--- config.mk ---
export PLATFORM = sky130hd
export DESIGN_NAME = tlb_unit
export DESIGN_NICKNAME = d
export VERILOG_FILES = /design/src/rtl/tlb_unit.sv
export SDC_FILE = /design/constraint.sdc
export NUM_CORES = 2
export LEC_CHECK = 0
export CAP_MARGIN = 20
export CORE_ASPECT_RATIO = 1.4
export CORE_UTILIZATION = 32
export DETAILED_ROUTE_END_ITERATION = 10
export SLEW_MARGIN = 10
export SYNTH_ARGS = -nofsm -noshare
export SYNTH_HDL_FRONTEND = slang
export SYNTH_SLANG_ARGS = --single-unit
--- constraint.sdc ---
create_clock -name clk -period 6.6 [get_ports clk]
set_input_delay 1.65 -clock clk [delete_from_list [all_inputs] [get_ports clk]]
set_output_delay 1.65 -clock clk [all_outputs]
set_load 0.02 [all_outputs]
--- src/rtl/tlb_unit.sv ---
// rtl/tlb_unit.sv - 16-entry fully associative MIPS32-style joint TLB
//
// Ports:
//   clk, reset                  clock, synchronous active-high reset
//   s0_* / s1_*                 combinational lookup ports (fetch / data):
//                               vpn2, odd_page, asid in; found, index, pfn, c, d, v out
//   we, w_index, w_entry*       TLBWI write of one entry from CP0 EntryHi/EntryLo0/EntryLo1
//   r_index, r_*                TLBR combinational readout of entry[r_index]
//   tlbp_req, tlbp_hi           TLBP probe request with CP0 EntryHi
//   tlbp_done, tlbp_found/index registered probe result, one cycle after the request

module tlb_unit #(
    parameter int TLBNUM = 16,
    parameter int IDXW   = 4
) (
    input  logic            clk,
    input  logic            reset,

    input  logic [18:0]     s0_vpn2,
    input  logic            s0_odd_page,
    input  logic [7:0]      s0_asid,
    output logic            s0_found,
    output logic [IDXW-1:0] s0_index,
    output logic [19:0]     s0_pfn,
    output logic [2:0]      s0_c,
    output logic            s0_d,
    output logic            s0_v,

    input  logic [18:0]     s1_vpn2,
    input  logic            s1_odd_page,
    input  logic [7:0]      s1_asid,
    output logic            s1_found,
    output logic [IDXW-1:0] s1_index,
    output logic [19:0]     s1_pfn,
    output logic [2:0]      s1_c,
    output logic            s1_d,
    output logic            s1_v,

    input  logic            we,
    input  logic [IDXW-1:0] w_index,
    input  logic [31:0]     w_entryhi,
    input  logic [31:0]     w_entrylo0,
    input  logic [31:0]     w_entrylo1,

    input  logic [IDXW-1:0] r_index,
    output logic [18:0]     r_vpn2,
    output logic [7:0]      r_asid,
    output logic            r_g,
    output logic [19:0]     r_pfn0,
    output logic [2:0]      r_c0,
    output logic            r_d0,
    output logic            r_v0,
    output logic [19:0]     r_pfn1,
    output logic [2:0]      r_c1,
    output logic            r_d1,
    output logic            r_v1,

    input  logic            tlbp_req,
    input  logic [31:0]     tlbp_hi,
    output logic            tlbp_done,
    output logic            tlbp_found,
    output logic [IDXW-1:0] tlbp_index
);

    typedef enum logic [0:0] {
        TLBP_IDLE = 1'b0,
        TLBP_DONE = 1'b1
    } tlbp_state_t;

    logic [18:0] tlb_vpn2 [TLBNUM];
    logic [7:0]  tlb_asid [TLBNUM];
    logic        tlb_g    [TLBNUM];
    logic [19:0] tlb_pfn0 [TLBNUM];
    logic [2:0]  tlb_c0   [TLBNUM];
    logic        tlb_d0   [TLBNUM];
    logic        tlb_v0   [TLBNUM];
    logic [19:0] tlb_pfn1 [TLBNUM];
    logic [2:0]  tlb_c1   [TLBNUM];
    logic        tlb_d1   [TLBNUM];
    logic        tlb_v1   [TLBNUM];

    logic [TLBNUM-1:0] s0_match;
    logic [TLBNUM-1:0] s1_match;
    logic [TLBNUM-1:0] tp_match;

    tlbp_state_t state_q;
    tlbp_state_t state_d;

    // EntryHi[12:8] and the EntryLo fill bits carry nothing the TLB stores.
    logic unused_bits;
    assign unused_bits = ^{w_entryhi[12:8], w_entrylo0[31:26], w_entrylo1[31:26], tlbp_hi[12:8]};

    // Lowest set bit wins when several entries match; no match gives index 0.
    function automatic logic [IDXW-1:0] first_hit(input logic [TLBNUM-1:0] m);
        logic [IDXW-1:0] idx;
        idx = '0;
        for (int i = TLBNUM - 1; i >= 0; i--) begin
            if (m[i]) idx = i[IDXW-1:0];
        end
        return idx;
    endfunction

    // Entry storage. Global bit is the AND of both EntryLo G bits.
    always_ff @(posedge clk) begin
        if (reset) begin
            for (int i = 0; i < TLBNUM; i++) begin
                tlb_vpn2[i] <= '0;
                tlb_asid[i] <= '0;
                tlb_g[i]    <= 1'b0;
                tlb_pfn0[i] <= '0;
                tlb_c0[i]   <= '0;
                tlb_d0[i]   <= 1'b0;
                tlb_v0[i]   <= 1'b0;
                tlb_pfn1[i] <= '0;
                tlb_c1[i]   <= '0;
                tlb_d1[i]   <= 1'b0;
                tlb_v1[i]   <= 1'b0;
            end
        end else if (we) begin
            tlb_vpn2[w_index] <= w_entryhi[31:13];
            tlb_asid[w_index] <= w_entryhi[7:0];
            tlb_g[w_index]    <= w_entrylo0[0] & w_entrylo1[0];
            tlb_pfn0[w_index] <= w_entrylo0[25:6];
            tlb_c0[w_index]   <= w_entrylo0[5:3];
            tlb_d0[w_index]   <= w_entrylo0[2];
            tlb_v0[w_index]   <= w_entrylo0[1];
            tlb_pfn1[w_index] <= w_entrylo1[25:6];
            tlb_c1[w_index]   <= w_entrylo1[5:3];
            tlb_d1[w_index]   <= w_entrylo1[2];
            tlb_v1[w_index]   <= w_entrylo1[1];
        end
    end

    // Match vectors for the two lookup ports and the probe.
    always_comb begin
        s0_match = '0;
        s1_match = '0;
        tp_match = '0;
        for (int i = 0; i < TLBNUM; i++) begin
            s0_match[i] = (tlb_vpn2[i] == s0_vpn2) && (tlb_g[i] || (tlb_asid[i] == s0_asid));
            s1_match[i] = (tlb_vpn2[i] == s1_vpn2) && (tlb_g[i] || (tlb_asid[i] == s1_asid));
            tp_match[i] = (tlb_vpn2[i] == tlbp_hi[31:13]) &&
                          (tlb_g[i] || (tlb_asid[i] == tlbp_hi[7:0]));
        end
    end

    // Fetch port: page attributes come from the even or odd half of the hit entry.
    always_comb begin
        s0_found = |s0_match;
        s0_index = first_hit(s0_match);
        s0_pfn   = '0;
        s0_c     = '0;
        s0_d     = 1'b0;
        s0_v     = 1'b0;
        if (s0_found) begin
            if (s0_odd_page) begin
                s0_pfn = tlb_pfn1[s0_index];
                s0_c   = tlb_c1[s0_index];
                s0_d   = tlb_d1[s0_index];
                s0_v   = tlb_v1[s0_index];
            end else begin
                s0_pfn = tlb_pfn0[s0_index];
                s0_c   = tlb_c0[s0_index];
                s0_d   = tlb_d0[s0_index];
                s0_v   = tlb_v0[s0_index];
            end
        end
    end

    // Data port, independent of the fetch port.
    always_comb begin
        s1_found = |s1_match;
        s1_index = first_hit(s1_match);
        s1_pfn   = '0;
        s1_c     = '0;
        s1_d     = 1'b0;
        s1_v     = 1'b0;
        if (s1_found) begin
            if (s1_odd_page) begin
                s1_pfn = tlb_pfn1[s1_index];
                s1_c   = tlb_c1[s1_index];
                s1_d   = tlb_d1[s1_index];
                s1_v   = tlb_v1[s1_index];
            end else begin
                s1_pfn = tlb_pfn0[s1_index];
                s1_c   = tlb_c0[s1_index];
                s1_d   = tlb_d0[s1_index];
                s1_v   = tlb_v0[s1_index];
            end
        end
    end

    // TLBR readout.
    always_comb begin
        r_vpn2 = tlb_vpn2[r_index];
        r_asid = tlb_asid[r_index];
        r_g    = tlb_g[r_index];
        r_pfn0 = tlb_pfn0[r_index];
        r_c0   = tlb_c0[r_index];
        r_d0   = tlb_d0[r_index];
        r_v0   = tlb_v0[r_index];
        r_pfn1 = tlb_pfn1[r_index];
        r_c1   = tlb_c1[r_index];
        r_d1   = tlb_d1[r_index];
        r_v1   = tlb_v1[r_index];
    end

    // TLBP sequencing. The probe samples tp_match at the same edge a TLBWI
    // lands, so it always sees pre-write contents.
    always_ff @(posedge clk) begin
        if (reset) begin
            state_q    <= TLBP_IDLE;
            tlbp_found <= 1'b0;
            tlbp_index <= '0;
        end else begin
            state_q <= state_d;
            if (tlbp_req) begin
                tlbp_found <= |tp_match;
                tlbp_index <= first_hit(tp_match);
            end
        end
    end

    always_comb begin
        state_d   = state_q;
        tlbp_done = 1'b0;
        case (state_q)
            TLBP_IDLE: begin
                if (tlbp_req) state_d = TLBP_DONE;
            end
            TLBP_DONE: begin
                tlbp_done = 1'b1;
                if (!tlbp_req) state_d = TLBP_IDLE;
            end
            default: state_d = TLBP_IDLE;
        endcase
    end

endmodule

==> key figures <==
Outcome
  • Outcome: finished, violations left
  • Failing checks: negative setup slack

Critical path
  • Critical Path RT: about 5000 ps
  • Critical path capture point type: primary output
  • CP top delay family: simple AND/OR/NAND/NOR gates
  • Max incr delay on CP: roughly 570 ps
  • R2r worst-path depth: 10
  • Crit. Startpoint: s0_vpn2[1]
  • Reg2Reg Setup Slack: 2840 ps
  • CP dominant cell by count: buf_12
  • CP Class: in -> out
  • R2R Path End: tlbp_index[3]
  • Worst path depth: 21
  • CP Max Fanout: 4
  • Worst setup path end: s0_pfn[19]
  • Arrival time worst endpoint: about 6100 ps
  • Worst path slowest cell: nor4_4
  • Bufs and invs on worst path: 9
  • Worst r2r src: tlb_vpn2[5][2]
  • Crit path launch type: primary input
  • Cells along the critical path: buf_16 -> buf_12 -> xor2_4 -> nor4_4 -> buf_4 -> nand4_1 -> buf_6 -> or3_4 -> o211ai_1 -> buf_4 -> o21a_4 -> nor3_2 -> nand2b_4 -> and3_4 -> buf_12 -> buf_12 -> a22oi_2 -> nand3_2 -> a2111oi_4 -> buf_4 -> buf_12

Yosys
  • Main area contributors after synthesis: edfxtp_1 (44%), xor2_1 (12%), mux4_2 (10%)
  • Dominant cell type by area after synthesis: edfxtp_1
  • Post-synth top flop: edfxtp_1
  • Mean Syn Cell Area: between 10 and 15 um^2
  • Syn Inst Count: around 7300
  • Yosys reg bits: ~1300
  • Mapped Nets: approximately 7500
  • Seq/Total Area, Yosys: a little over two fifths
  • EDFF count, synth: approximately 1200
  • Synth async-reset ratio: 0%
  • Synth unique cells: between 70 and 80
  • Post-synthesis cell area: 86100 um^2
  • Top-area cell type share of the netlist area: around 44%
  • Yosys warning count: 0

Timing
  • Final hold slack: 471 ps
  • Setup violators final: 52
  • Max Freq: approximately 0.13 GHz
  • Tcrit/Tclk final: 118%
  • Worst Tran Pin Value: between 1000 and 1500 ps
  • Final WS setup: -1180 ps
  • Slew margin rel.: a little under a fifth
  • Worst Clk Skew: 47.4 ps
  • RSZ-0062 raised after global routing: true
  • Clock period minus worst slack: just under 8000 ps
  • Max-slew violations: 0
  • Final Hold Viols: 0

Floorplan
  • Die extent in y: a little over 600 um
  • Initial Utilization: between 30% and 40%
  • Horiz. Die Dim: approximately 440 um
  • Ports: between 300 and 400
  • Die area: around 270000 um^2
  • Core area: about 270000 um^2
  • Core Rows: about 230

Placement
  • Port bufs: about 320
  • RD Place Congestion: 1.06
  • DP HPWL: around 320 mm

Clock network
  • CTS Buffer Depth: 4
  • Clock root buffer: clkbuf_16
  • Total CTS buffers: roughly 150
  • Clk sinks: about 1300
  • CTS tree: built
  • H-tree Lvls: 4
  • Worst-path clk slew: roughly 60 ps
  • Worst-Skew Late Latency: between 800 and 900 ps
  • Hold Buf Count CTS: 0

Job
  • Number of max-cap violations: 0

Pwr
  • Internal power: roughly 16000 uW
  • Leakage power: ~0.042 uW
  • Sequential Power Share: between 40% and 50%
  • Clk network pwr share: approximately 40%
  • Peak supply drop: 157 uV
  • Pwr dens: approximately 200 nW/um^2
  • Logic pwr share: between 10% and 20%
  • Sw Ratio: between 20% and 30%
  • Psw: 6900 uW

Routing
  • Via count: 75400
  • Initial drt markers: about 11000
  • DR vias/cell: 6.17
  • Drt first pass iters: 8
  • Routed len/inst: roughly 40 um
  • DR DRC count: 0
  • Final wirelength: 481 mm
  • Post-DRT Antenna Nets: 0

Cells and area
  • Share of layout cells above drive strength 1: between 30 and 40%
  • Nets: 8768
  • Fin util: between 40% and 50%
  • Layout Area Growth over Synthesis: 35.0%

Global routing
  • Initial antenna violation count: between 60 and 70
  • Pin count of the biggest net entering global routing: approximately 80
  • Overall global routing resource usage: roughly 34%
  • Vias in the first global route: 74100
  • First-pass GRT wire length: approximately 640 mm
  • Grt ovf: 0

Hold path
  • Min-Delay Path Class: reg -> reg
==> synthesized netlist by cell type (all sizes together), types with 19 or more instances <==
master and number:
and4 19, a2111oi 20, nor4 299, o21ai 86
nand2 427, nor3 40, buf 277, xor2 1152
a22oi 71, nand4 57, o22ai 20, mux2 142
a21oi 149, o221ai 19, mux2i 572, edfxtp 1248
xnor2 144, a221oi 28, o211ai 47, clkbuf 383
mux4 393, and3 23, nand3 141, and2 1241
nor2 92
==> stage by stage <==
stage | cell area (um^2) | TNS [ps] | worst slack (ps) | cells | total power (uW)
finish | 116000 | -45170 | -1180 | 12200 | 23200
global route | 116000 | -46110 | -1130 | 12200 | 23500
CTS | 114000 | -39200 | -924 | 12100 | 22900
detailed placement | 101000 | -120400 | -2690 | 11500 | 13800
global placement | 101000 | -120360 | -2720 | 11500 | 13800
floorplan | 86100 | 0 | 2.25 | 7288 | 11700
==> worst reg2reg max path, delay by kind of cell (launching register included) <==
kind	cells	cell delay [ps]
xor+xnor	1	250
flops	1	950
compound gates	2	160
simple gates	7	2290
==> power groups by stage <==
stage | Clock [uW] | Sequential (uW) | Combinational, uW
2_1_floorplan | 0 | 9740 | 1930
3_3_place_gp | 0 | 9960 | 3800
3_5_place_dp | 0 | 9970 | 3810
4_1_cts | 9020 | 9820 | 4070
5_1_grt | 9270 | 9880 | 4370
6_report | 9030 | 9870 | 4290
==> state kept, by name, indices dropped and copies added (netlist names), 48 cells and up <==
register	count
tlb_pfn0	320
tlb_pfn1	320
tlb_vpn2	304
tlb_asid	128
tlb_c0	48
tlb_c1	48
==> routing by layer <==
metal	up-vias	part of all wire [%]	GRT usage [%]
li1	29300	-	-
met1	37500	33	38.6
met2	6391	45	54.2
met3	2188	11	9.02
met4	26	11	29.4
met5	-	0.033	0
==> placed cells by master (no fill, tap or decap), types with 18 or more instances in the layout <==
| master | synthesis | layout |
|---|---|---|
| buf_8 | 1 | 57 |
| o21ai_0 | 78 | 43 |
| a22oi_1 | 71 | 48 |
| o21ai_1 | 6 | 26 |
| a21oi_2 | 2 | 42 |
| bufinv_16 | 0 | 24 |
| nor2_1 | 91 | 61 |
| clkinv_1 | 0 | 22 |
| mux2i_2 | 0 | 43 |
| nor4_2 | 0 | 75 |
| buf_4 | 63 | 946 |
| mux2_4 | 0 | 20 |
| a22oi_2 | 0 | 23 |
| buf_2 | 121 | 24 |
| nor4_4 | 0 | 21 |
| buf_12 | 6 | 282 |
| clkdlybuf4s50_1 | 0 | 169 |
| mux2i_4 | 0 | 27 |
| edfxtp_1 | 1248 | 1248 |
| clkinv_2 | 0 | 20 |
| clkbuf_16 | 0 | 167 |
| a21oi_1 | 147 | 97 |
| and4_4 | 0 | 18 |
| buf_6 | 52 | 215 |
| diode_2 | 0 | 30 |
| xnor2_1 | 144 | 141 |
| nand2_1 | 426 | 411 |
| o211ai_1 | 47 | 47 |
| mux2i_1 | 572 | 502 |
| buf_16 | 0 | 50 |
| mux4_2 | 393 | 393 |
| xor2_1 | 1152 | 1113 |
| xor2_2 | 0 | 27 |
| mux2_2 | 141 | 121 |
| nor4_1 | 299 | 203 |
| a221oi_2 | 2 | 22 |
| nand4_1 | 57 | 57 |
| nand3_1 | 141 | 128 |
| and2_1 | 1240 | 1237 |
==> worst min path at each step <==
stage | depth (start not counted) | to | from
detailed placement | 2 | tlbp_index[2] | tlbp_index[2]
global route | 2 | tlbp_index[3] | tlbp_index[3]
CTS | 2 | tlbp_index[2] | tlbp_index[2]
floorplan | 2 | tlbp_index[3] | tlbp_index[3]
finish | 2 | tlbp_index[2] | tlbp_index[2]
global placement | 2 | tlbp_index[3] | tlbp_index[3]
==> kinds of logic (layout without fill, tap and decap cells) <==
family / count (synthesis) / after routing / share of synthesized area (%)
compound gates: 544 / 544 / 4.47
xor+xnor: 1296 / 1296 / 13.2
buf+inv: 673 / 2065 / 3.97
simple gates: 2414 / 2414 / 15.9
flops: 1254 / 1254 / 43.7
other cells: 0 / 30 / 0
mux: 1107 / 1107 / 18.8
==> area by class of cell <==
class / instances / area [um^2]
fill: 24600 / 152000
multi-input combinational: 5361 / 48900
sequential: 1254 / 37600
timing repair buffer: 1789 / 20100
tap: 3518 / 4400
clock buffer: 173 / 3970
clock inverter: 90 / 1130
antenna: 30 / 75.1
inverter: 13 / 60.1
==> repair_timing <==
| item | CTS | global route |
|---|---|---|
| endpoints found under the setup margin | 60 | 56 |
| resized for setup | 1096 | 389 |
| setup buffers | 291 | 158 |
| pin swaps | 294 | 213 |
| gates cloned | 50 | 10 |
(Power assumes the default switching activity.)
